===== src/rtl/agc_a2_timer_if.sv =====
// Signal bundle between the AGC Block II A2 timer and the rest of the machine.
// The timer drives through the master modport; consumers attach to the slave modport.
interface agc_a2_timer_if;
   logic SBY, ALGA, MSTRTP, STRT1, STRT2, GOJ1, MSTP;
   logic WL15, WL15_, WL16, WL16_;
   logic CLK, PHS2, PHS2_, PHS3_, PHS4, PHS4_;
   logic CT, CT_, RT, RT_, WT, WT_, TT_, OVFSTB_, MONWT, Q2A;
   logic RINGA_, RINGB_, ODDSET_, EVNSET, EVNSET_;
   logic P01, P02, P03, P04, P05, P01_, P02_, P03_, P04_, P05_;
   logic F01A, F01B, F01C, F01D, FS01, FS01_;
   logic SB0, SB0_, SB1, SB1_, SB2, SB2_, SB4, EDSET;
   logic STOPA, GOJAM, GOJAM_, STOP, STOP_, TIMR, MSTPIT_, MGOJAM;
   logic T01, T02, T03, T04, T05, T06, T07, T08, T09, T10, T11, T12;
   logic T01_, T02_, T03_, T04_, T05_, T06_, T07_, T08_, T09_, T10_, T11_, T12_;
   logic T01DC_, T02DC_, T03DC_, T04DC_, T05DC_, T06DC_, T07DC_, T08DC_, T09DC_, T10DC_, T12DC_;
   logic MT01, MT02, MT03, MT04, MT05, MT06, MT07, MT08, MT09, MT10, MT11, MT12, T12SET;
   logic UNF, UNF_, OVF, OVF_;

   modport master (
      input  SBY, ALGA, MSTRTP, STRT1, STRT2, GOJ1, MSTP, WL15, WL15_, WL16, WL16_,
      output CLK, PHS2, PHS2_, PHS3_, PHS4, PHS4_,
      output CT, CT_, RT, RT_, WT, WT_, TT_, OVFSTB_, MONWT, Q2A,
      output RINGA_, RINGB_, ODDSET_, EVNSET, EVNSET_,
      output P01, P02, P03, P04, P05, P01_, P02_, P03_, P04_, P05_,
      output F01A, F01B, F01C, F01D, FS01, FS01_,
      output SB0, SB0_, SB1, SB1_, SB2, SB2_, SB4, EDSET,
      output STOPA, GOJAM, GOJAM_, STOP, STOP_, TIMR, MSTPIT_, MGOJAM,
      output T01, T02, T03, T04, T05, T06, T07, T08, T09, T10, T11, T12,
      output T01_, T02_, T03_, T04_, T05_, T06_, T07_, T08_, T09_, T10_, T11_, T12_,
      output T01DC_, T02DC_, T03DC_, T04DC_, T05DC_, T06DC_, T07DC_, T08DC_, T09DC_, T10DC_, T12DC_,
      output MT01, MT02, MT03, MT04, MT05, MT06, MT07, MT08, MT09, MT10, MT11, MT12, T12SET,
      output UNF, UNF_, OVF, OVF_
   );

   modport slave (
      output SBY, ALGA, MSTRTP, STRT1, STRT2, GOJ1, MSTP, WL15, WL15_, WL16, WL16_,
      input  CLK, PHS2, PHS2_, PHS3_, PHS4, PHS4_,
      input  CT, CT_, RT, RT_, WT, WT_, TT_, OVFSTB_, MONWT, Q2A,
      input  RINGA_, RINGB_, ODDSET_, EVNSET, EVNSET_,
      input  P01, P02, P03, P04, P05, P01_, P02_, P03_, P04_, P05_,
      input  F01A, F01B, F01C, F01D, FS01, FS01_,
      input  SB0, SB0_, SB1, SB1_, SB2, SB2_, SB4, EDSET,
      input  STOPA, GOJAM, GOJAM_, STOP, STOP_, TIMR, MSTPIT_, MGOJAM,
      input  T01, T02, T03, T04, T05, T06, T07, T08, T09, T10, T11, T12,
      input  T01_, T02_, T03_, T04_, T05_, T06_, T07_, T08_, T09_, T10_, T11_, T12_,
      input  T01DC_, T02DC_, T03DC_, T04DC_, T05DC_, T06DC_, T07DC_, T08DC_, T09DC_, T10DC_, T12DC_,
      input  MT01, MT02, MT03, MT04, MT05, MT06, MT07, MT08, MT09, MT10, MT11, MT12, T12SET,
      input  UNF, UNF_, OVF, OVF_
   );
endinterface


===== src/rtl/agc_a2_timer.sv =====
// AGC Block II A2 timer: phases, T01..T12, P/F divider, GOJAM/STOP control, OVF/UNF latch.
// Define A2_TIMER_MONITOR_EN to drive the MT01..MT12 / MONWT / MGOJAM monitor copies.
module agc_a2_timer #(
   parameter int GOJ_EXT = 1
) (
   input logic              CLOCK,
   input logic              RESET_,
   agc_a2_timer_if.master   bus
);
   localparam int EXT_CYC = 48 * GOJ_EXT;
   localparam int EXT_W   = $clog2(EXT_CYC + 2);

   logic [1:0]       ph_q, ph_d;
   logic [3:0]       t_q, t_d;
   logic [1:0]       dph_q;
   logic [4:0]       p_q, p_d;
   logic             fs_q, fs_d;
   logic [4:0]       fs_sr_q;
   logic [4:0]       strt_s1_q, strt_s2_q;
   logic [EXT_W-1:0] ext_q, ext_d;
   logic             gojam_q, gojam_d;
   logic             stop_q, stop_d;
   logic             ovf_q, ovf_d, unf_q, unf_d;
   logic [11:0]      tp;
   logic             run, rt, wt, ct, phs2;
   logic             f01a, f01b, f01c, f01d;

   always_comb begin
      ext_d = ext_q;
      if (|strt_s2_q)
         ext_d = EXT_W'(EXT_CYC);
      else if (ext_q != '0)
         ext_d = ext_q - 1'b1;
      // Computing GOJAM one cycle ahead lets the PH/T forcing land on the same edge GOJAM rises.
      gojam_d = (|strt_s1_q) | (ext_d != '0);
      stop_d  = bus.SBY | (bus.MSTP & ~gojam_q);

      ph_d = ph_q + 2'd1;
      t_d  = t_q;
      if (ph_q == 2'd3)
         t_d = (t_q == 4'd11) ? 4'd0 : t_q + 4'd1;
      if (gojam_d) begin
         ph_d = 2'd3;
         t_d  = 4'd11;
      end else if (stop_d) begin
         ph_d = ph_q;
         t_d  = t_q;
      end else if (stop_q) begin
         ph_d = 2'd0;
         t_d  = 4'd0;
      end

      p_d  = p_q;
      fs_d = fs_q;
      if (dph_q == 2'd3) begin
         p_d = {p_q[3:0], ~p_q[4]};
         if (p_q[4] & ~p_d[4])
            fs_d = ~fs_q;
      end

      ovf_d = ovf_q;
      unf_d = unf_q;
      if (gojam_d) begin
         ovf_d = 1'b0;
         unf_d = 1'b0;
      end else if (ph_q == 2'd2) begin
         ovf_d = bus.WL16 & bus.WL15_;
         unf_d = bus.WL16_ & bus.WL15;
      end
   end

   always_ff @(posedge CLOCK or negedge RESET_) begin
      if (!RESET_) begin
         ph_q      <= 2'd0;
         t_q       <= 4'd0;
         dph_q     <= 2'd0;
         p_q       <= 5'd0;
         fs_q      <= 1'b0;
         fs_sr_q   <= 5'd0;
         strt_s1_q <= 5'd0;
         strt_s2_q <= 5'd0;
         ext_q     <= '0;
         gojam_q   <= 1'b0;
         stop_q    <= 1'b0;
         ovf_q     <= 1'b0;
         unf_q     <= 1'b0;
      end else begin
         ph_q      <= ph_d;
         t_q       <= t_d;
         dph_q     <= dph_q + 2'd1;
         p_q       <= p_d;
         fs_q      <= fs_d;
         fs_sr_q   <= {fs_sr_q[3:0], fs_q};
         strt_s1_q <= {bus.ALGA, bus.MSTRTP, bus.STRT1, bus.STRT2, bus.GOJ1};
         strt_s2_q <= strt_s1_q;
         ext_q     <= ext_d;
         gojam_q   <= gojam_d;
         stop_q    <= stop_d;
         ovf_q     <= ovf_d;
         unf_q     <= unf_d;
      end
   end

   for (genvar gi = 0; gi < 12; gi++) begin : g_tp
      assign tp[gi] = ~stop_q & (t_q == 4'(gi));
   end

   assign run  = ~stop_q;
   assign phs2 = (ph_q == 2'd1);
   assign rt   = run & (ph_q == 2'd0 || ph_q == 2'd1);
   assign wt   = run & (ph_q == 2'd1 || ph_q == 2'd2);
   assign ct   = run & (ph_q == 2'd3);

   assign bus.CLK     = (ph_q == 2'd0 || ph_q == 2'd1);
   assign bus.PHS2    = phs2;
   assign bus.PHS2_   = ~phs2;
   assign bus.PHS3_   = ~(ph_q == 2'd2);
   assign bus.PHS4    = (ph_q == 2'd3);
   assign bus.PHS4_   = ~(ph_q == 2'd3);
   assign bus.RT      = rt;
   assign bus.RT_     = ~rt;
   assign bus.WT      = wt;
   assign bus.WT_     = ~wt;
   assign bus.CT      = ct;
   assign bus.CT_     = ~ct;
   assign bus.TT_     = ~(run & (ph_q == 2'd2));
   assign bus.OVFSTB_ = ~(ph_q == 2'd2);
   assign bus.Q2A     = phs2 & ~stop_q;

   // T01 is index 0, so odd-numbered pulses sit on even bit positions.
   assign bus.ODDSET_ = ~|(tp & 12'h555);
   assign bus.RINGA_  = ~|(tp & 12'h555);
   assign bus.EVNSET  = |(tp & 12'hAAA);
   assign bus.EVNSET_ = ~|(tp & 12'hAAA);
   assign bus.RINGB_  = ~|(tp & 12'hAAA);
   assign bus.T12SET  = tp[11] & (ph_q == 2'd3) & ~gojam_q;

   assign {bus.T12, bus.T11, bus.T10, bus.T09, bus.T08, bus.T07,
           bus.T06, bus.T05, bus.T04, bus.T03, bus.T02, bus.T01} = tp;
   assign {bus.T12_, bus.T11_, bus.T10_, bus.T09_, bus.T08_, bus.T07_,
           bus.T06_, bus.T05_, bus.T04_, bus.T03_, bus.T02_, bus.T01_} = ~tp;
   assign {bus.T12DC_, bus.T10DC_, bus.T09DC_, bus.T08DC_, bus.T07DC_,
           bus.T06DC_, bus.T05DC_, bus.T04DC_, bus.T03DC_, bus.T02DC_, bus.T01DC_} =
          ~{tp[11], tp[9:0]};

   assign {bus.P05, bus.P04, bus.P03, bus.P02, bus.P01}      = p_q;
   assign {bus.P05_, bus.P04_, bus.P03_, bus.P02_, bus.P01_} = ~p_q;
   assign bus.FS01  = fs_q;
   assign bus.FS01_ = ~fs_q;

   assign f01a = fs_q & ~fs_sr_q[0];
   assign f01b = fs_sr_q[3] & ~fs_sr_q[4];
   assign f01c = ~fs_q & fs_sr_q[0];
   assign f01d = ~fs_sr_q[3] & fs_sr_q[4];
   assign bus.F01A  = f01a;
   assign bus.F01B  = f01b;
   assign bus.F01C  = f01c;
   assign bus.F01D  = f01d;
   assign bus.SB0   = f01a & bus.SBY;
   assign bus.SB0_  = ~(f01a & bus.SBY);
   assign bus.SB1   = f01b & bus.SBY;
   assign bus.SB1_  = ~(f01b & bus.SBY);
   assign bus.SB2   = f01c & bus.SBY;
   assign bus.SB2_  = ~(f01c & bus.SBY);
   assign bus.SB4   = f01d & bus.SBY;
   assign bus.EDSET = f01c & ~bus.SBY;

   assign bus.GOJAM   = gojam_q;
   assign bus.GOJAM_  = ~gojam_q;
   assign bus.STOP    = stop_q;
   assign bus.STOP_   = ~stop_q;
   assign bus.STOPA   = stop_q & bus.SBY;
   assign bus.TIMR    = gojam_q | stop_q;
   assign bus.MSTPIT_ = ~bus.MSTP;
   assign bus.OVF     = ovf_q;
   assign bus.OVF_    = ~ovf_q;
   assign bus.UNF     = unf_q;
   assign bus.UNF_    = ~unf_q;

`ifdef A2_TIMER_MONITOR_EN
   assign {bus.MT12, bus.MT11, bus.MT10, bus.MT09, bus.MT08, bus.MT07,
           bus.MT06, bus.MT05, bus.MT04, bus.MT03, bus.MT02, bus.MT01} = tp;
   assign bus.MONWT  = wt;
   assign bus.MGOJAM = gojam_q;
`else
   assign {bus.MT12, bus.MT11, bus.MT10, bus.MT09, bus.MT08, bus.MT07,
           bus.MT06, bus.MT05, bus.MT04, bus.MT03, bus.MT02, bus.MT01} = 12'd0;
   assign bus.MONWT  = 1'b0;
   assign bus.MGOJAM = 1'b0;
`endif
endmodule


===== src/flat_wrapper.sv =====
// flat-port wrapper written by rule: the top's interface ports become plain ports
module agc_a2_timer_flat 
#(
   parameter int GOJ_EXT = 1
)
  (CLOCK, RESET_, bus_SBY, bus_ALGA, bus_MSTRTP, bus_STRT1, bus_STRT2, bus_GOJ1, bus_MSTP, bus_WL15, bus_WL15_, bus_WL16, bus_WL16_, bus_CLK, bus_PHS2, bus_PHS2_, bus_PHS3_, bus_PHS4, bus_PHS4_, bus_CT, bus_CT_, bus_RT, bus_RT_, bus_WT, bus_WT_, bus_TT_, bus_OVFSTB_, bus_MONWT, bus_Q2A, bus_RINGA_, bus_RINGB_, bus_ODDSET_, bus_EVNSET, bus_EVNSET_, bus_P01, bus_P02, bus_P03, bus_P04, bus_P05, bus_P01_, bus_P02_, bus_P03_, bus_P04_, bus_P05_, bus_F01A, bus_F01B, bus_F01C, bus_F01D, bus_FS01, bus_FS01_, bus_SB0, bus_SB0_, bus_SB1, bus_SB1_, bus_SB2, bus_SB2_, bus_SB4, bus_EDSET, bus_STOPA, bus_GOJAM, bus_GOJAM_, bus_STOP, bus_STOP_, bus_TIMR, bus_MSTPIT_, bus_MGOJAM, bus_T01, bus_T02, bus_T03, bus_T04, bus_T05, bus_T06, bus_T07, bus_T08, bus_T09, bus_T10, bus_T11, bus_T12, bus_T01_, bus_T02_, bus_T03_, bus_T04_, bus_T05_, bus_T06_, bus_T07_, bus_T08_, bus_T09_, bus_T10_, bus_T11_, bus_T12_, bus_T01DC_, bus_T02DC_, bus_T03DC_, bus_T04DC_, bus_T05DC_, bus_T06DC_, bus_T07DC_, bus_T08DC_, bus_T09DC_, bus_T10DC_, bus_T12DC_, bus_MT01, bus_MT02, bus_MT03, bus_MT04, bus_MT05, bus_MT06, bus_MT07, bus_MT08, bus_MT09, bus_MT10, bus_MT11, bus_MT12, bus_T12SET, bus_UNF, bus_UNF_, bus_OVF, bus_OVF_);
  agc_a2_timer_if bus_i ();
  input logic CLOCK;
  input logic RESET_;
  input wire logic [$bits(bus_i.SBY)-1:0] bus_SBY;
  input wire logic [$bits(bus_i.ALGA)-1:0] bus_ALGA;
  input wire logic [$bits(bus_i.MSTRTP)-1:0] bus_MSTRTP;
  input wire logic [$bits(bus_i.STRT1)-1:0] bus_STRT1;
  input wire logic [$bits(bus_i.STRT2)-1:0] bus_STRT2;
  input wire logic [$bits(bus_i.GOJ1)-1:0] bus_GOJ1;
  input wire logic [$bits(bus_i.MSTP)-1:0] bus_MSTP;
  input wire logic [$bits(bus_i.WL15)-1:0] bus_WL15;
  input wire logic [$bits(bus_i.WL15_)-1:0] bus_WL15_;
  input wire logic [$bits(bus_i.WL16)-1:0] bus_WL16;
  input wire logic [$bits(bus_i.WL16_)-1:0] bus_WL16_;
  output wire logic [$bits(bus_i.CLK)-1:0] bus_CLK;
  output wire logic [$bits(bus_i.PHS2)-1:0] bus_PHS2;
  output wire logic [$bits(bus_i.PHS2_)-1:0] bus_PHS2_;
  output wire logic [$bits(bus_i.PHS3_)-1:0] bus_PHS3_;
  output wire logic [$bits(bus_i.PHS4)-1:0] bus_PHS4;
  output wire logic [$bits(bus_i.PHS4_)-1:0] bus_PHS4_;
  output wire logic [$bits(bus_i.CT)-1:0] bus_CT;
  output wire logic [$bits(bus_i.CT_)-1:0] bus_CT_;
  output wire logic [$bits(bus_i.RT)-1:0] bus_RT;
  output wire logic [$bits(bus_i.RT_)-1:0] bus_RT_;
  output wire logic [$bits(bus_i.WT)-1:0] bus_WT;
  output wire logic [$bits(bus_i.WT_)-1:0] bus_WT_;
  output wire logic [$bits(bus_i.TT_)-1:0] bus_TT_;
  output wire logic [$bits(bus_i.OVFSTB_)-1:0] bus_OVFSTB_;
  output wire logic [$bits(bus_i.MONWT)-1:0] bus_MONWT;
  output wire logic [$bits(bus_i.Q2A)-1:0] bus_Q2A;
  output wire logic [$bits(bus_i.RINGA_)-1:0] bus_RINGA_;
  output wire logic [$bits(bus_i.RINGB_)-1:0] bus_RINGB_;
  output wire logic [$bits(bus_i.ODDSET_)-1:0] bus_ODDSET_;
  output wire logic [$bits(bus_i.EVNSET)-1:0] bus_EVNSET;
  output wire logic [$bits(bus_i.EVNSET_)-1:0] bus_EVNSET_;
  output wire logic [$bits(bus_i.P01)-1:0] bus_P01;
  output wire logic [$bits(bus_i.P02)-1:0] bus_P02;
  output wire logic [$bits(bus_i.P03)-1:0] bus_P03;
  output wire logic [$bits(bus_i.P04)-1:0] bus_P04;
  output wire logic [$bits(bus_i.P05)-1:0] bus_P05;
  output wire logic [$bits(bus_i.P01_)-1:0] bus_P01_;
  output wire logic [$bits(bus_i.P02_)-1:0] bus_P02_;
  output wire logic [$bits(bus_i.P03_)-1:0] bus_P03_;
  output wire logic [$bits(bus_i.P04_)-1:0] bus_P04_;
  output wire logic [$bits(bus_i.P05_)-1:0] bus_P05_;
  output wire logic [$bits(bus_i.F01A)-1:0] bus_F01A;
  output wire logic [$bits(bus_i.F01B)-1:0] bus_F01B;
  output wire logic [$bits(bus_i.F01C)-1:0] bus_F01C;
  output wire logic [$bits(bus_i.F01D)-1:0] bus_F01D;
  output wire logic [$bits(bus_i.FS01)-1:0] bus_FS01;
  output wire logic [$bits(bus_i.FS01_)-1:0] bus_FS01_;
  output wire logic [$bits(bus_i.SB0)-1:0] bus_SB0;
  output wire logic [$bits(bus_i.SB0_)-1:0] bus_SB0_;
  output wire logic [$bits(bus_i.SB1)-1:0] bus_SB1;
  output wire logic [$bits(bus_i.SB1_)-1:0] bus_SB1_;
  output wire logic [$bits(bus_i.SB2)-1:0] bus_SB2;
  output wire logic [$bits(bus_i.SB2_)-1:0] bus_SB2_;
  output wire logic [$bits(bus_i.SB4)-1:0] bus_SB4;
  output wire logic [$bits(bus_i.EDSET)-1:0] bus_EDSET;
  output wire logic [$bits(bus_i.STOPA)-1:0] bus_STOPA;
  output wire logic [$bits(bus_i.GOJAM)-1:0] bus_GOJAM;
  output wire logic [$bits(bus_i.GOJAM_)-1:0] bus_GOJAM_;
  output wire logic [$bits(bus_i.STOP)-1:0] bus_STOP;
  output wire logic [$bits(bus_i.STOP_)-1:0] bus_STOP_;
  output wire logic [$bits(bus_i.TIMR)-1:0] bus_TIMR;
  output wire logic [$bits(bus_i.MSTPIT_)-1:0] bus_MSTPIT_;
  output wire logic [$bits(bus_i.MGOJAM)-1:0] bus_MGOJAM;
  output wire logic [$bits(bus_i.T01)-1:0] bus_T01;
  output wire logic [$bits(bus_i.T02)-1:0] bus_T02;
  output wire logic [$bits(bus_i.T03)-1:0] bus_T03;
  output wire logic [$bits(bus_i.T04)-1:0] bus_T04;
  output wire logic [$bits(bus_i.T05)-1:0] bus_T05;
  output wire logic [$bits(bus_i.T06)-1:0] bus_T06;
  output wire logic [$bits(bus_i.T07)-1:0] bus_T07;
  output wire logic [$bits(bus_i.T08)-1:0] bus_T08;
  output wire logic [$bits(bus_i.T09)-1:0] bus_T09;
  output wire logic [$bits(bus_i.T10)-1:0] bus_T10;
  output wire logic [$bits(bus_i.T11)-1:0] bus_T11;
  output wire logic [$bits(bus_i.T12)-1:0] bus_T12;
  output wire logic [$bits(bus_i.T01_)-1:0] bus_T01_;
  output wire logic [$bits(bus_i.T02_)-1:0] bus_T02_;
  output wire logic [$bits(bus_i.T03_)-1:0] bus_T03_;
  output wire logic [$bits(bus_i.T04_)-1:0] bus_T04_;
  output wire logic [$bits(bus_i.T05_)-1:0] bus_T05_;
  output wire logic [$bits(bus_i.T06_)-1:0] bus_T06_;
  output wire logic [$bits(bus_i.T07_)-1:0] bus_T07_;
  output wire logic [$bits(bus_i.T08_)-1:0] bus_T08_;
  output wire logic [$bits(bus_i.T09_)-1:0] bus_T09_;
  output wire logic [$bits(bus_i.T10_)-1:0] bus_T10_;
  output wire logic [$bits(bus_i.T11_)-1:0] bus_T11_;
  output wire logic [$bits(bus_i.T12_)-1:0] bus_T12_;
  output wire logic [$bits(bus_i.T01DC_)-1:0] bus_T01DC_;
  output wire logic [$bits(bus_i.T02DC_)-1:0] bus_T02DC_;
  output wire logic [$bits(bus_i.T03DC_)-1:0] bus_T03DC_;
  output wire logic [$bits(bus_i.T04DC_)-1:0] bus_T04DC_;
  output wire logic [$bits(bus_i.T05DC_)-1:0] bus_T05DC_;
  output wire logic [$bits(bus_i.T06DC_)-1:0] bus_T06DC_;
  output wire logic [$bits(bus_i.T07DC_)-1:0] bus_T07DC_;
  output wire logic [$bits(bus_i.T08DC_)-1:0] bus_T08DC_;
  output wire logic [$bits(bus_i.T09DC_)-1:0] bus_T09DC_;
  output wire logic [$bits(bus_i.T10DC_)-1:0] bus_T10DC_;
  output wire logic [$bits(bus_i.T12DC_)-1:0] bus_T12DC_;
  output wire logic [$bits(bus_i.MT01)-1:0] bus_MT01;
  output wire logic [$bits(bus_i.MT02)-1:0] bus_MT02;
  output wire logic [$bits(bus_i.MT03)-1:0] bus_MT03;
  output wire logic [$bits(bus_i.MT04)-1:0] bus_MT04;
  output wire logic [$bits(bus_i.MT05)-1:0] bus_MT05;
  output wire logic [$bits(bus_i.MT06)-1:0] bus_MT06;
  output wire logic [$bits(bus_i.MT07)-1:0] bus_MT07;
  output wire logic [$bits(bus_i.MT08)-1:0] bus_MT08;
  output wire logic [$bits(bus_i.MT09)-1:0] bus_MT09;
  output wire logic [$bits(bus_i.MT10)-1:0] bus_MT10;
  output wire logic [$bits(bus_i.MT11)-1:0] bus_MT11;
  output wire logic [$bits(bus_i.MT12)-1:0] bus_MT12;
  output wire logic [$bits(bus_i.T12SET)-1:0] bus_T12SET;
  output wire logic [$bits(bus_i.UNF)-1:0] bus_UNF;
  output wire logic [$bits(bus_i.UNF_)-1:0] bus_UNF_;
  output wire logic [$bits(bus_i.OVF)-1:0] bus_OVF;
  output wire logic [$bits(bus_i.OVF_)-1:0] bus_OVF_;
  assign bus_i.SBY = bus_SBY;
  assign bus_i.ALGA = bus_ALGA;
  assign bus_i.MSTRTP = bus_MSTRTP;
  assign bus_i.STRT1 = bus_STRT1;
  assign bus_i.STRT2 = bus_STRT2;
  assign bus_i.GOJ1 = bus_GOJ1;
  assign bus_i.MSTP = bus_MSTP;
  assign bus_i.WL15 = bus_WL15;
  assign bus_i.WL15_ = bus_WL15_;
  assign bus_i.WL16 = bus_WL16;
  assign bus_i.WL16_ = bus_WL16_;
  assign bus_CLK = bus_i.CLK;
  assign bus_PHS2 = bus_i.PHS2;
  assign bus_PHS2_ = bus_i.PHS2_;
  assign bus_PHS3_ = bus_i.PHS3_;
  assign bus_PHS4 = bus_i.PHS4;
  assign bus_PHS4_ = bus_i.PHS4_;
  assign bus_CT = bus_i.CT;
  assign bus_CT_ = bus_i.CT_;
  assign bus_RT = bus_i.RT;
  assign bus_RT_ = bus_i.RT_;
  assign bus_WT = bus_i.WT;
  assign bus_WT_ = bus_i.WT_;
  assign bus_TT_ = bus_i.TT_;
  assign bus_OVFSTB_ = bus_i.OVFSTB_;
  assign bus_MONWT = bus_i.MONWT;
  assign bus_Q2A = bus_i.Q2A;
  assign bus_RINGA_ = bus_i.RINGA_;
  assign bus_RINGB_ = bus_i.RINGB_;
  assign bus_ODDSET_ = bus_i.ODDSET_;
  assign bus_EVNSET = bus_i.EVNSET;
  assign bus_EVNSET_ = bus_i.EVNSET_;
  assign bus_P01 = bus_i.P01;
  assign bus_P02 = bus_i.P02;
  assign bus_P03 = bus_i.P03;
  assign bus_P04 = bus_i.P04;
  assign bus_P05 = bus_i.P05;
  assign bus_P01_ = bus_i.P01_;
  assign bus_P02_ = bus_i.P02_;
  assign bus_P03_ = bus_i.P03_;
  assign bus_P04_ = bus_i.P04_;
  assign bus_P05_ = bus_i.P05_;
  assign bus_F01A = bus_i.F01A;
  assign bus_F01B = bus_i.F01B;
  assign bus_F01C = bus_i.F01C;
  assign bus_F01D = bus_i.F01D;
  assign bus_FS01 = bus_i.FS01;
  assign bus_FS01_ = bus_i.FS01_;
  assign bus_SB0 = bus_i.SB0;
  assign bus_SB0_ = bus_i.SB0_;
  assign bus_SB1 = bus_i.SB1;
  assign bus_SB1_ = bus_i.SB1_;
  assign bus_SB2 = bus_i.SB2;
  assign bus_SB2_ = bus_i.SB2_;
  assign bus_SB4 = bus_i.SB4;
  assign bus_EDSET = bus_i.EDSET;
  assign bus_STOPA = bus_i.STOPA;
  assign bus_GOJAM = bus_i.GOJAM;
  assign bus_GOJAM_ = bus_i.GOJAM_;
  assign bus_STOP = bus_i.STOP;
  assign bus_STOP_ = bus_i.STOP_;
  assign bus_TIMR = bus_i.TIMR;
  assign bus_MSTPIT_ = bus_i.MSTPIT_;
  assign bus_MGOJAM = bus_i.MGOJAM;
  assign bus_T01 = bus_i.T01;
  assign bus_T02 = bus_i.T02;
  assign bus_T03 = bus_i.T03;
  assign bus_T04 = bus_i.T04;
  assign bus_T05 = bus_i.T05;
  assign bus_T06 = bus_i.T06;
  assign bus_T07 = bus_i.T07;
  assign bus_T08 = bus_i.T08;
  assign bus_T09 = bus_i.T09;
  assign bus_T10 = bus_i.T10;
  assign bus_T11 = bus_i.T11;
  assign bus_T12 = bus_i.T12;
  assign bus_T01_ = bus_i.T01_;
  assign bus_T02_ = bus_i.T02_;
  assign bus_T03_ = bus_i.T03_;
  assign bus_T04_ = bus_i.T04_;
  assign bus_T05_ = bus_i.T05_;
  assign bus_T06_ = bus_i.T06_;
  assign bus_T07_ = bus_i.T07_;
  assign bus_T08_ = bus_i.T08_;
  assign bus_T09_ = bus_i.T09_;
  assign bus_T10_ = bus_i.T10_;
  assign bus_T11_ = bus_i.T11_;
  assign bus_T12_ = bus_i.T12_;
  assign bus_T01DC_ = bus_i.T01DC_;
  assign bus_T02DC_ = bus_i.T02DC_;
  assign bus_T03DC_ = bus_i.T03DC_;
  assign bus_T04DC_ = bus_i.T04DC_;
  assign bus_T05DC_ = bus_i.T05DC_;
  assign bus_T06DC_ = bus_i.T06DC_;
  assign bus_T07DC_ = bus_i.T07DC_;
  assign bus_T08DC_ = bus_i.T08DC_;
  assign bus_T09DC_ = bus_i.T09DC_;
  assign bus_T10DC_ = bus_i.T10DC_;
  assign bus_T12DC_ = bus_i.T12DC_;
  assign bus_MT01 = bus_i.MT01;
  assign bus_MT02 = bus_i.MT02;
  assign bus_MT03 = bus_i.MT03;
  assign bus_MT04 = bus_i.MT04;
  assign bus_MT05 = bus_i.MT05;
  assign bus_MT06 = bus_i.MT06;
  assign bus_MT07 = bus_i.MT07;
  assign bus_MT08 = bus_i.MT08;
  assign bus_MT09 = bus_i.MT09;
  assign bus_MT10 = bus_i.MT10;
  assign bus_MT11 = bus_i.MT11;
  assign bus_MT12 = bus_i.MT12;
  assign bus_T12SET = bus_i.T12SET;
  assign bus_UNF = bus_i.UNF;
  assign bus_UNF_ = bus_i.UNF_;
  assign bus_OVF = bus_i.OVF;
  assign bus_OVF_ = bus_i.OVF_;
  agc_a2_timer #(.GOJ_EXT(GOJ_EXT)) u_core (.CLOCK(CLOCK), .RESET_(RESET_), .bus(bus_i));
endmodule

===== config.mk =====
export PLATFORM = sky130hd
export DESIGN_NAME = agc_a2_timer_flat
export DESIGN_NICKNAME = d
export VERILOG_FILES = /design/src/rtl/agc_a2_timer_if.sv /design/src/rtl/agc_a2_timer.sv /design/src/flat_wrapper.sv
export SDC_FILE = /design/constraint.sdc
export NUM_CORES = 1
export LEC_CHECK = 0
export CORE_ASPECT_RATIO = 1.2
export CORE_MARGIN = 2
export CORE_UTILIZATION = 30
export DETAILED_ROUTE_END_ITERATION = 12
export PLACE_DENSITY = 0.62
export SKIP_LAST_GASP = 1
export SYNTH_ARGS = -nofsm -noshare
export SYNTH_HDL_FRONTEND = slang
export SYNTH_SLANG_ARGS = --single-unit

===== constraint.sdc =====
create_clock -name CLOCK -period 2.4 [get_ports CLOCK]
set_clock_uncertainty 0.2 [all_clocks]
set_input_delay 0.24 -clock CLOCK [delete_from_list [all_inputs] [get_ports CLOCK]]
set_output_delay 0.24 -clock CLOCK [all_outputs]
set_load 0.1 [all_outputs]

==> flow_results.xml, run 1 <==
<?xml version="1.0" encoding="UTF-8"?>
<metrics>
  <group name="route">
    <metric name="routed_wl" unit="um">5620</metric>
    <metric name="drt_iter0_markers" unit="">43</metric>
    <metric name="detail_route.drc_violations" unit="">0</metric>
    <metric name="vias_per_cell" unit="">4.56</metric>
    <metric name="routedWlPerCell" unit="um">12.9</metric>
    <metric name="detailroute.via_count" unit="">1986</metric>
    <metric name="remaining_number_of_nets_flagged_by_the_antenna_check_after_routing" unit="">0</metric>
    <metric name="drt-pass1-iter-count" unit="">4</metric>
  </group>
  <group name="timing">
    <metric name="setup_tns" unit="ps">0</metric>
    <metric name="slew_at_the_pin_with_the_worst_max_slew_slack" unit="ps">852</metric>
    <metric name="period_share" unit="%">95.5</metric>
    <metric name="final.min_clock_period" unit="ps">2290</metric>
    <metric name="maxClockFrequency" unit="MHz">436</metric>
    <metric name="slew_headroom" unit="%">43.2</metric>
    <metric name="rsz0062_at_grt" unit="">no</metric>
    <metric name="timing_max_transition_violations_final" unit="">0</metric>
    <metric name="setup_violations" unit="">0</metric>
    <metric name="final_hold_viol_count" unit="">0</metric>
  </group>
  <group name="logic_synthesis">
    <metric name="count_of_flip_flops_with_a_built_in_enable_after_synthesis" unit="">0</metric>
    <metric name="synth_cell_count_leaders" unit="">dfrtp_1, inv_1, buf_4</metric>
    <metric name="post_synth_num_cell_types" unit="">44</metric>
    <metric name="syn-instance-count" unit="">251</metric>
    <metric name="yosysWarnings" unit="">0</metric>
    <metric name="synth_top_area_cell" unit="">dfrtp_1</metric>
    <metric name="yosysTopAreaCellShare" unit="%">43.2</metric>
    <metric name="sequential_element_share_of_the_synthesized_area" unit="%">43.2</metric>
    <metric name="avgSynthCellArea" unit="um^2">8.99</metric>
    <metric name="syn-cell-area" unit="mm^2">0.00226</metric>
    <metric name="yosys_reg_bits" unit="">39</metric>
    <metric name="synth.area.top_cells" unit="">dfrtp_1, buf_4, inv_1, ha_1, nand2_1</metric>
    <metric name="synth_top_flop_cell" unit="">dfrtp_1</metric>
    <metric name="post_synthesis_async_set_or_reset_flop_share" unit="%">100</metric>
  </group>
  <group name="outcome">
    <metric name="run_status" unit="">complete, no violations</metric>
  </group>
  <group name="worst_setup_path">
    <metric name="timing.setup.critical_path_class" unit="">register to output port</metric>
    <metric name="timing.critical_path.fanout_max" unit="">8</metric>
    <metric name="critical-path-top-delay-family" unit="">flip-flops</metric>
    <metric name="critical-path-slowest-cell" unit="">dfrtp_1</metric>
    <metric name="timing.critical_path.to_type" unit="">output port</metric>
    <metric name="timing.critical_path.from_type" unit="">register</metric>
    <metric name="timing.critical_path.slowest_cell_delay" unit="ps">600</metric>
    <metric name="worst-endpoint-required" unit="ps">1960</metric>
    <metric name="crit_path_cell_trace" unit="">nor3b_4 -&gt; buf_4 -&gt; nand2_4 -&gt; clkinvlp_4 -&gt; buf_12</metric>
    <metric name="critPathBufInv" unit="">3</metric>
    <metric name="crit_path_arrival_time" unit="ps">1850</metric>
  </group>
  <group name="clock_network">
    <metric name="cts_max_level" unit="">2</metric>
    <metric name="clk_pin_slew_worst_paths" unit="ps">80</metric>
    <metric name="clock_sinks" unit="">39</metric>
    <metric name="cts_resized" unit="">0</metric>
    <metric name="tritoncts_buffer_count" unit="">5</metric>
    <metric name="cts.path.max_buffers" unit="">2</metric>
    <metric name="clock_tree_from_tritoncts" unit="">yes</metric>
    <metric name="clock_root_buffer" unit="">clkbuf_8</metric>
    <metric name="worstSkewPairLatency" unit="ps">290</metric>
  </group>
  <group name="die">
    <metric name="std_cell_rows" unit="">34</metric>
    <metric name="coreArea" unit="mm^2">0.00727</metric>
    <metric name="fp.dieArea" unit="mm^2">0.00824</metric>
    <metric name="top_level_ports" unit="">118</metric>
    <metric name="start_util" unit="%">31.0</metric>
    <metric name="vert_die_dim" unit="um">99.0</metric>
    <metric name="die_w" unit="um">83.2</metric>
  </group>
  <group name="run">
    <metric name="max_cap_violations" unit="">0</metric>
  </group>
  <group name="global_route">
    <metric name="gr-usage-all-layers" unit="%">14.1</metric>
    <metric name="grt.met2_usage" unit="%">25.5</metric>
    <metric name="grt_first_pass_wirelength" unit="um">9490</metric>
    <metric name="first_global_vias" unit="">1966</metric>
    <metric name="grt-busiest-layer" unit="">met2</metric>
    <metric name="gr-usage-met3" unit="%">2.85</metric>
    <metric name="grt_overflow_total" unit="">0</metric>
    <metric name="global_route.usage.met1" unit="%">16.8</metric>
    <metric name="grt_antenna_before_repair" unit="">0</metric>
    <metric name="largest_net_degree_at_the_start_of_global_routing" unit="">40</metric>
  </group>
  <group name="power">
    <metric name="cellPowerDensity" unit="mW/mm^2">353</metric>
    <metric name="power.ir.vdd_worst" unit="V">0.000439</metric>
    <metric name="leak_pwr" unit="uW">0.00195</metric>
    <metric name="power_after_layout" unit="uW">1540</metric>
  </group>
  <group name="final_layout">
    <metric name="final_nets" unit="">369</metric>
    <metric name="drive_gt1_share" unit="%">50.0</metric>
    <metric name="areaGrowthSynthToFinish" unit="%">93.0</metric>
    <metric name="antenna_cells_inserted" unit="">0</metric>
  </group>
  <group name="min_path">
    <metric name="worst_hold_path_type" unit="">register to register</metric>
  </group>
  <group name="place">
    <metric name="place.detailed.hpwl" unit="um">4690</metric>
    <metric name="port-buffer-count" unit="">103</metric>
    <metric name="globalplace.congestion" unit="">0.844</metric>
  </group>
</metrics>
==> where the power goes <==
group	switching, uW	internal [uW]
logic	229	70.9
clock network	223	336
registers	11.7	668
==> worst paths after layout <==
| path | slack (ps) | startpoint | endpoint | cells past startpoint |
|---|---|---|---|---|
| worst max register to register | 210 | u_core.ext_q[0]$_DFF_PN0_ | u_core.bus.UNF$_DFFE_PN0P_ | 7 |
| worst max-delay path | 110 | u_core.t_q[2]$_DFFE_PN0P_ | bus_T06 | 5 |
| worst min register to register | 150 | u_core.fs_sr_q[2]$_DFF_PN0_ | u_core.fs_sr_q[3]$_DFF_PN0_ | 0 |
| max in group asynchronous | 970 | RESET_ | u_core.bus.GOJAM$_DFF_PN0_ | 2 |
| min in group asynchronous | 390 | RESET_ | u_core.p_q[0]$_DFFE_PN0P_ | 2 |
| worst min-delay path | 150 | u_core.fs_sr_q[2]$_DFF_PN0_ | u_core.fs_sr_q[3]$_DFF_PN0_ | 0 |
==> registers in the layout, indices dropped and copies added, names as in the netlist <==
| register | flops |
|---|---|
| u_core.strt_s2_q | 5 |
| u_core.dph_q | 2 |
| u_core.bus.STOP | 1 |
| u_core.t_q | 4 |
| u_core.fs_sr_q | 5 |
| u_core.bus.FS01 | 1 |
| u_core.strt_s1_q | 5 |
| u_core.bus.GOJAM | 1 |
| u_core.ph_q | 2 |
| u_core.p_q | 5 |
| u_core.bus.OVF | 1 |
| u_core.bus.UNF | 1 |
| u_core.ext_q | 6 |
==> cell families (layout without fill, tap and decap cells) <==
family / after synthesis / after routing / synth area share, %
AOI/OAI and AO/OA: 28 / 28 / 8.81
buffers and inverters: 75 / 157 / 17.8
xor gates and xnor gates: 3 / 3 / 1.16
muxes: 3 / 3 / 1.33
adders and majority gates: 11 / 11 / 6.10
other: 1 / 14 / 0.166
and+or+nand+nor: 91 / 91 / 21.3
DFF: 39 / 39 / 43.2
==> stage by stage <==
stage               instances  hold WS (ps)  util (%)  setup slack, ps  cell area [um^2]
detailed placement        425           136      57.9              235              4210
finish                    436           151      59.9              109              4360
CTS                       434           152      59.7             52.2              4340
floorplan                 264          -256         -             -633              2790
global placement          425           134      57.9              332              4210
global route              436           166      59.9             27.8              4360
==> timing repair <==
action	4_1_cts	5_1_grt
hold buffers	1	0
endpoints found under the setup margin	0	1
endpoints found under the hold margin	39	0
buffers inserted	0	2
==> worst register-to-register path, stage by stage, from the launching register on <==
cell	delay [ps]
dfrtp_1	450
inv_1	120
ha_1	170
nand2b_1	120
or3_1	410
o22ai_2	240
and2b_2	230
and4_1	180
==> layout by cell type, fill, tap and decap left out, drive strengths merged, types with 11 or more instances in the layout <==
master and count:
buf 97, dfrtp 39, nand2 25, clkinvlp 20
inv 19, conb 14, nor2 13, clkdlybuf4s50 11
nor3 11, ha 11
==> routing by layer <==
metal	vias to the layer above	share of wire (%)
li1	953	-
met1	952	40
met2	76	53
met3	5	6.1
met4	0	1.2
met5	-	0
==> cell type report <==
| cell class | instances | area, um^2 |
|---|---|---|
| Clock buffer | 6 | 82.6 |
| Tap cell | 90 | 113 |
| Timing Repair Buffer | 109 | 1630 |
| Sequential cell | 39 | 987 |
| Multi-Input combinational cell | 150 | 1270 |
| Fill cell | 613 | 2920 |
| Inverter | 40 | 238 |
| Clock inverter | 2 | 35.0 |
(Power assumes the default switching activity.)
==> inputs of run 2 (changes only) <==
--- a/config.mk
+++ b/config.mk
@@ -5,6 +5,7 @@
 export SDC_FILE = /design/constraint.sdc
 export NUM_CORES = 1
 export LEC_CHECK = 0
+export CAP_MARGIN = 25
 export CORE_ASPECT_RATIO = 1.2
 export CORE_MARGIN = 2
 export CORE_UTILIZATION = 30
==> results of run 2 <==
Same layout as run 1: the final DEF is identical, and so are final timing and power.
==> inputs of run 3 (changes only) <==
--- a/config.mk
+++ b/config.mk
@@ -5,12 +5,13 @@
 export SDC_FILE = /design/constraint.sdc
 export NUM_CORES = 1
 export LEC_CHECK = 0
+export ABC_AREA = 1
 export CAP_MARGIN = 25
 export CORE_ASPECT_RATIO = 1.2
-export CORE_MARGIN = 2
+export CORE_MARGIN = 3
 export CORE_UTILIZATION = 30
 export DETAILED_ROUTE_END_ITERATION = 12
-export PLACE_DENSITY = 0.62
+export PLACE_DENSITY = 0.61
 export SKIP_LAST_GASP = 1
 export SYNTH_ARGS = -nofsm -noshare
 export SYNTH_HDL_FRONTEND = slang
==> flow_results.xml, run 3 <==
<?xml version="1.0" encoding="UTF-8"?>
<metrics>
  <group name="worst_setup_path">
    <metric name="worst_reg_to_reg_setup_slack" unit="ps">420</metric>
    <metric name="reg2reg_to" unit="">u_core.t_q[0]$_DFFE_PN0P_</metric>
    <metric name="timing.critical_path.fanout_max" unit="">5</metric>
    <metric name="timing.critical_path.to_type" unit="">output port</metric>
    <metric name="crit_path_arrival_time" unit="ps">1820</metric>
    <metric name="critPathLaunch" unit="">u_core.t_q[0]$_DFFE_PN0P_</metric>
    <metric name="r2r_path_start" unit="">u_core.ext_q[0]$_DFF_PN0_</metric>
    <metric name="timing.setup.critical_path_class" unit="">register to output port</metric>
    <metric name="worstSetupEndpoint" unit="">bus_T09DC_</metric>
    <metric name="r2r_cells" unit="">9</metric>
    <metric name="worst-endpoint-required" unit="ps">1960</metric>
    <metric name="timing.critical_path.from_type" unit="">register</metric>
  </group>
  <group name="logic_synthesis">
    <metric name="post_synth_num_cell_types" unit="">29</metric>
    <metric name="synth.area.top_cells" unit="">dfrtp_1, inv_1, buf_4, nand2_1, nor2_1</metric>
    <metric name="syn-cell-area" unit="mm^2">0.00232</metric>
    <metric name="yosysTopAreaCellShare" unit="%">42.0</metric>
    <metric name="synth_top_flop_cell" unit="">dfrtp_1</metric>
    <metric name="sequential_element_share_of_the_synthesized_area" unit="%">42.0</metric>
    <metric name="yosys.cell_count.top_type" unit="">inv_1</metric>
    <metric name="yosysWarnings" unit="">0</metric>
    <metric name="synth_cell_count_leaders" unit="">inv_1, dfrtp_1, nand2_1, nor2_1, buf_4</metric>
    <metric name="post_synthesis_async_set_or_reset_flop_share" unit="%">100</metric>
    <metric name="synth_top_area_cell" unit="">dfrtp_1</metric>
    <metric name="avgSynthCellArea" unit="um^2">7.81</metric>
    <metric name="count_of_flip_flops_with_a_built_in_enable_after_synthesis" unit="">0</metric>
    <metric name="yosys_reg_bits" unit="">39</metric>
    <metric name="syn-instance-count" unit="">297</metric>
  </group>
  <group name="clock_network">
    <metric name="clock_tree_from_tritoncts" unit="">yes</metric>
    <metric name="clock_sinks" unit="">39</metric>
    <metric name="clk_pin_slew_worst_paths" unit="ps">80</metric>
    <metric name="worstSkewPairLatency" unit="ps">290</metric>
    <metric name="tritoncts_buffer_count" unit="">5</metric>
    <metric name="clock_root_buffer" unit="">clkbuf_8</metric>
    <metric name="cts.path.max_buffers" unit="">2</metric>
    <metric name="cts_max_level" unit="">2</metric>
  </group>
  <group name="power">
    <metric name="power.ir.vdd_worst" unit="V">0.000482</metric>
    <metric name="cellPowerDensity" unit="mW/mm^2">357</metric>
    <metric name="leak_pwr" unit="uW">0.00201</metric>
    <metric name="power_after_layout" unit="uW">1550</metric>
  </group>
  <group name="timing">
    <metric name="setup_violations" unit="">0</metric>
    <metric name="rsz0062_at_grt" unit="">no</metric>
    <metric name="final.min_clock_period" unit="ps">2260</metric>
    <metric name="slew_at_the_pin_with_the_worst_max_slew_slack" unit="ps">843</metric>
    <metric name="setup_tns" unit="ps">0</metric>
    <metric name="timing_max_transition_violations_final" unit="">0</metric>
    <metric name="period_share" unit="%">94.3</metric>
    <metric name="final_hold_viol_count" unit="">0</metric>
    <metric name="maxClockFrequency" unit="MHz">442</metric>
    <metric name="slew_headroom" unit="%">43.8</metric>
    <metric name="final.setup.worst_slack" unit="ps">137</metric>
  </group>
  <group name="place">
    <metric name="place.detailed.instances" unit="">475</metric>
    <metric name="place.detailed.hpwl" unit="um">5010</metric>
    <metric name="port-buffer-count" unit="">103</metric>
    <metric name="dpl-instance-area" unit="mm^2">0.00415</metric>
    <metric name="globalplace.congestion" unit="">0.810</metric>
    <metric name="dp_worst_setup_slack" unit="ps">315</metric>
  </group>
  <group name="final_layout">
    <metric name="final_nets" unit="">421</metric>
    <metric name="most_frequent_cells_in_the_layout" unit="">buf_12, inv_1, dfrtp_1, buf_4, nand2_1</metric>
    <metric name="layout.cell_area.non_filler" unit="mm^2">0.00434</metric>
    <metric name="largest_register" unit="">u_core.ext_q</metric>
    <metric name="most_frequent_standard_cell_in_the_layout_excluding_fill_and_tap_cells" unit="">buf_12</metric>
    <metric name="areaGrowthSynthToFinish" unit="%">87.0</metric>
    <metric name="drive_gt1_share" unit="%">46.0</metric>
    <metric name="antenna_cells_inserted" unit="">0</metric>
    <metric name="filler_cell_count" unit="">637</metric>
    <metric name="largest_register_ffs" unit="">6</metric>
    <metric name="finalNonFillerCells" unit="">488</metric>
  </group>
  <group name="route">
    <metric name="vias_per_cell" unit="">4.24</metric>
    <metric name="remaining_number_of_nets_flagged_by_the_antenna_check_after_routing" unit="">0</metric>
    <metric name="routed_wl" unit="um">5820</metric>
    <metric name="drt_iter0_markers" unit="">34</metric>
    <metric name="detailroute.via_count" unit="">2067</metric>
    <metric name="drt-pass1-iter-count" unit="">4</metric>
    <metric name="detail_route.drc_violations" unit="">0</metric>
    <metric name="routedWlPerCell" unit="um">11.9</metric>
  </group>
  <group name="die">
    <metric name="top_level_ports" unit="">118</metric>
    <metric name="fp.dieArea" unit="mm^2">0.00883</metric>
    <metric name="coreArea" unit="mm^2">0.00740</metric>
    <metric name="std_cell_rows" unit="">34</metric>
    <metric name="die_w" unit="um">86.3</metric>
    <metric name="start_util" unit="%">31.4</metric>
    <metric name="vert_die_dim" unit="um">102</metric>
  </group>
  <group name="global_route">
    <metric name="grt_first_pass_wirelength" unit="um">9520</metric>
    <metric name="grt_overflow_total" unit="">0</metric>
    <metric name="gr-usage-all-layers" unit="%">13.3</metric>
    <metric name="grt_antenna_before_repair" unit="">0</metric>
    <metric name="first_global_vias" unit="">1999</metric>
    <metric name="largest_net_degree_at_the_start_of_global_routing" unit="">40</metric>
  </group>
  <group name="min_path">
    <metric name="worst_hold_path_type" unit="">register to register</metric>
    <metric name="timing.hold.worst_path_depth" unit="">0</metric>
  </group>
  <group name="run">
    <metric name="max_cap_violations" unit="">0</metric>
  </group>
  <group name="outcome">
    <metric name="run_status" unit="">complete, no violations</metric>
  </group>
</metrics>
[run 3: cell types whose count changed after synthesis, moves of 5 or more]
cell,change
inv_1,+35
nor2_1,+26
nand2_1,+14
nor3_1,-8
nand3_1,+5
nor2_2,+5
nor2b_1,-5
[run 3: report_power, final]
part	leakage, uW	internal [uW]	switching (uW)
sequential	0.000430	668	9.75
combinational	0.00152	72.3	237
clock	0.0000612	336	225
[run 3: logic make-up (layout without fill, tap and decap cells)]
kind of cell / after synthesis / in the layout / share of synthesized area, %
flops: 39 / 39 / 42.0
simple gates: 119 / 119 / 24.6
buf+inv: 107 / 195 / 21.9
compound gates: 18 / 18 / 4.58
fa+ha+maj: 11 / 11 / 5.93
xor+xnor: 2 / 2 / 0.755
other cells: 1 / 14 / 0.162
[run 3: metrics by stage]
step | utilization, % | hold slack, ps
finish | 58.6 | 161
global route | 58.6 | 164
CTS | 57.8 | 162
detailed placement | 56.1 | 136
global placement | 56.1 | 132
floorplan | - | -256
[run 3: worst max-delay path, cell delays in order (launching register included)]
cell and delay (ps):
dfrtp_1 430, inv_1 140, ha_1 160, inv_1 60, nor2_4 130, inv_2 100
nor2_4 170, clkinvlp_4 160, buf_12 190
[run 3: how the worst min path moves through the flow]
| stage | slack (ps) | endpoint | start |
|---|---|---|---|
| final | 160 | u_core.fs_sr_q[2]$_DFF_PN0_ | u_core.fs_sr_q[1]$_DFF_PN0_ |
| after global routing | 160 | u_core.fs_sr_q[2]$_DFF_PN0_ | u_core.fs_sr_q[1]$_DFF_PN0_ |
| after CTS | 160 | u_core.fs_sr_q[2]$_DFF_PN0_ | u_core.fs_sr_q[1]$_DFF_PN0_ |
| after detailed placement | 140 | u_core.fs_sr_q[2]$_DFF_PN0_ | u_core.fs_sr_q[1]$_DFF_PN0_ |
| after global placement | 130 | u_core.fs_sr_q[2]$_DFF_PN0_ | u_core.fs_sr_q[1]$_DFF_PN0_ |
| after floorplan | -260 | u_core.bus.GOJAM$_DFF_PN0_ | RESET_ |
[run 3: repair_timing]
item                                    4_1_cts  5_1_grt
gates cloned                                  0        0
pin swaps                                     0        1
endpoints found under the hold margin        39        0
endpoints found under the setup margin        2        9
hold buffers                                  1        0
buffers inserted                              0        4
resized for setup                             1        6
[run 3: routing by layer]
layer	global-route usage (%)	wire, um
met1	15.5	2150
met4	3.36	60
met3	3.23	445
met5	0	0
met2	24.6	3170
[run 3: layout make-up]
class | count | area [um^2] | area share, %
multi-input cells | 164 | 1140 | 26.3
clock inverters | 2 | 35.0 | 0.807
clock buffers | 6 | 82.6 | 1.90
repair buffers | 110 | 1630 | 37.5
flip-flops and latches | 39 | 985 | 22.7
inverters | 77 | 353 | 8.13
well taps | 90 | 113 | 2.60
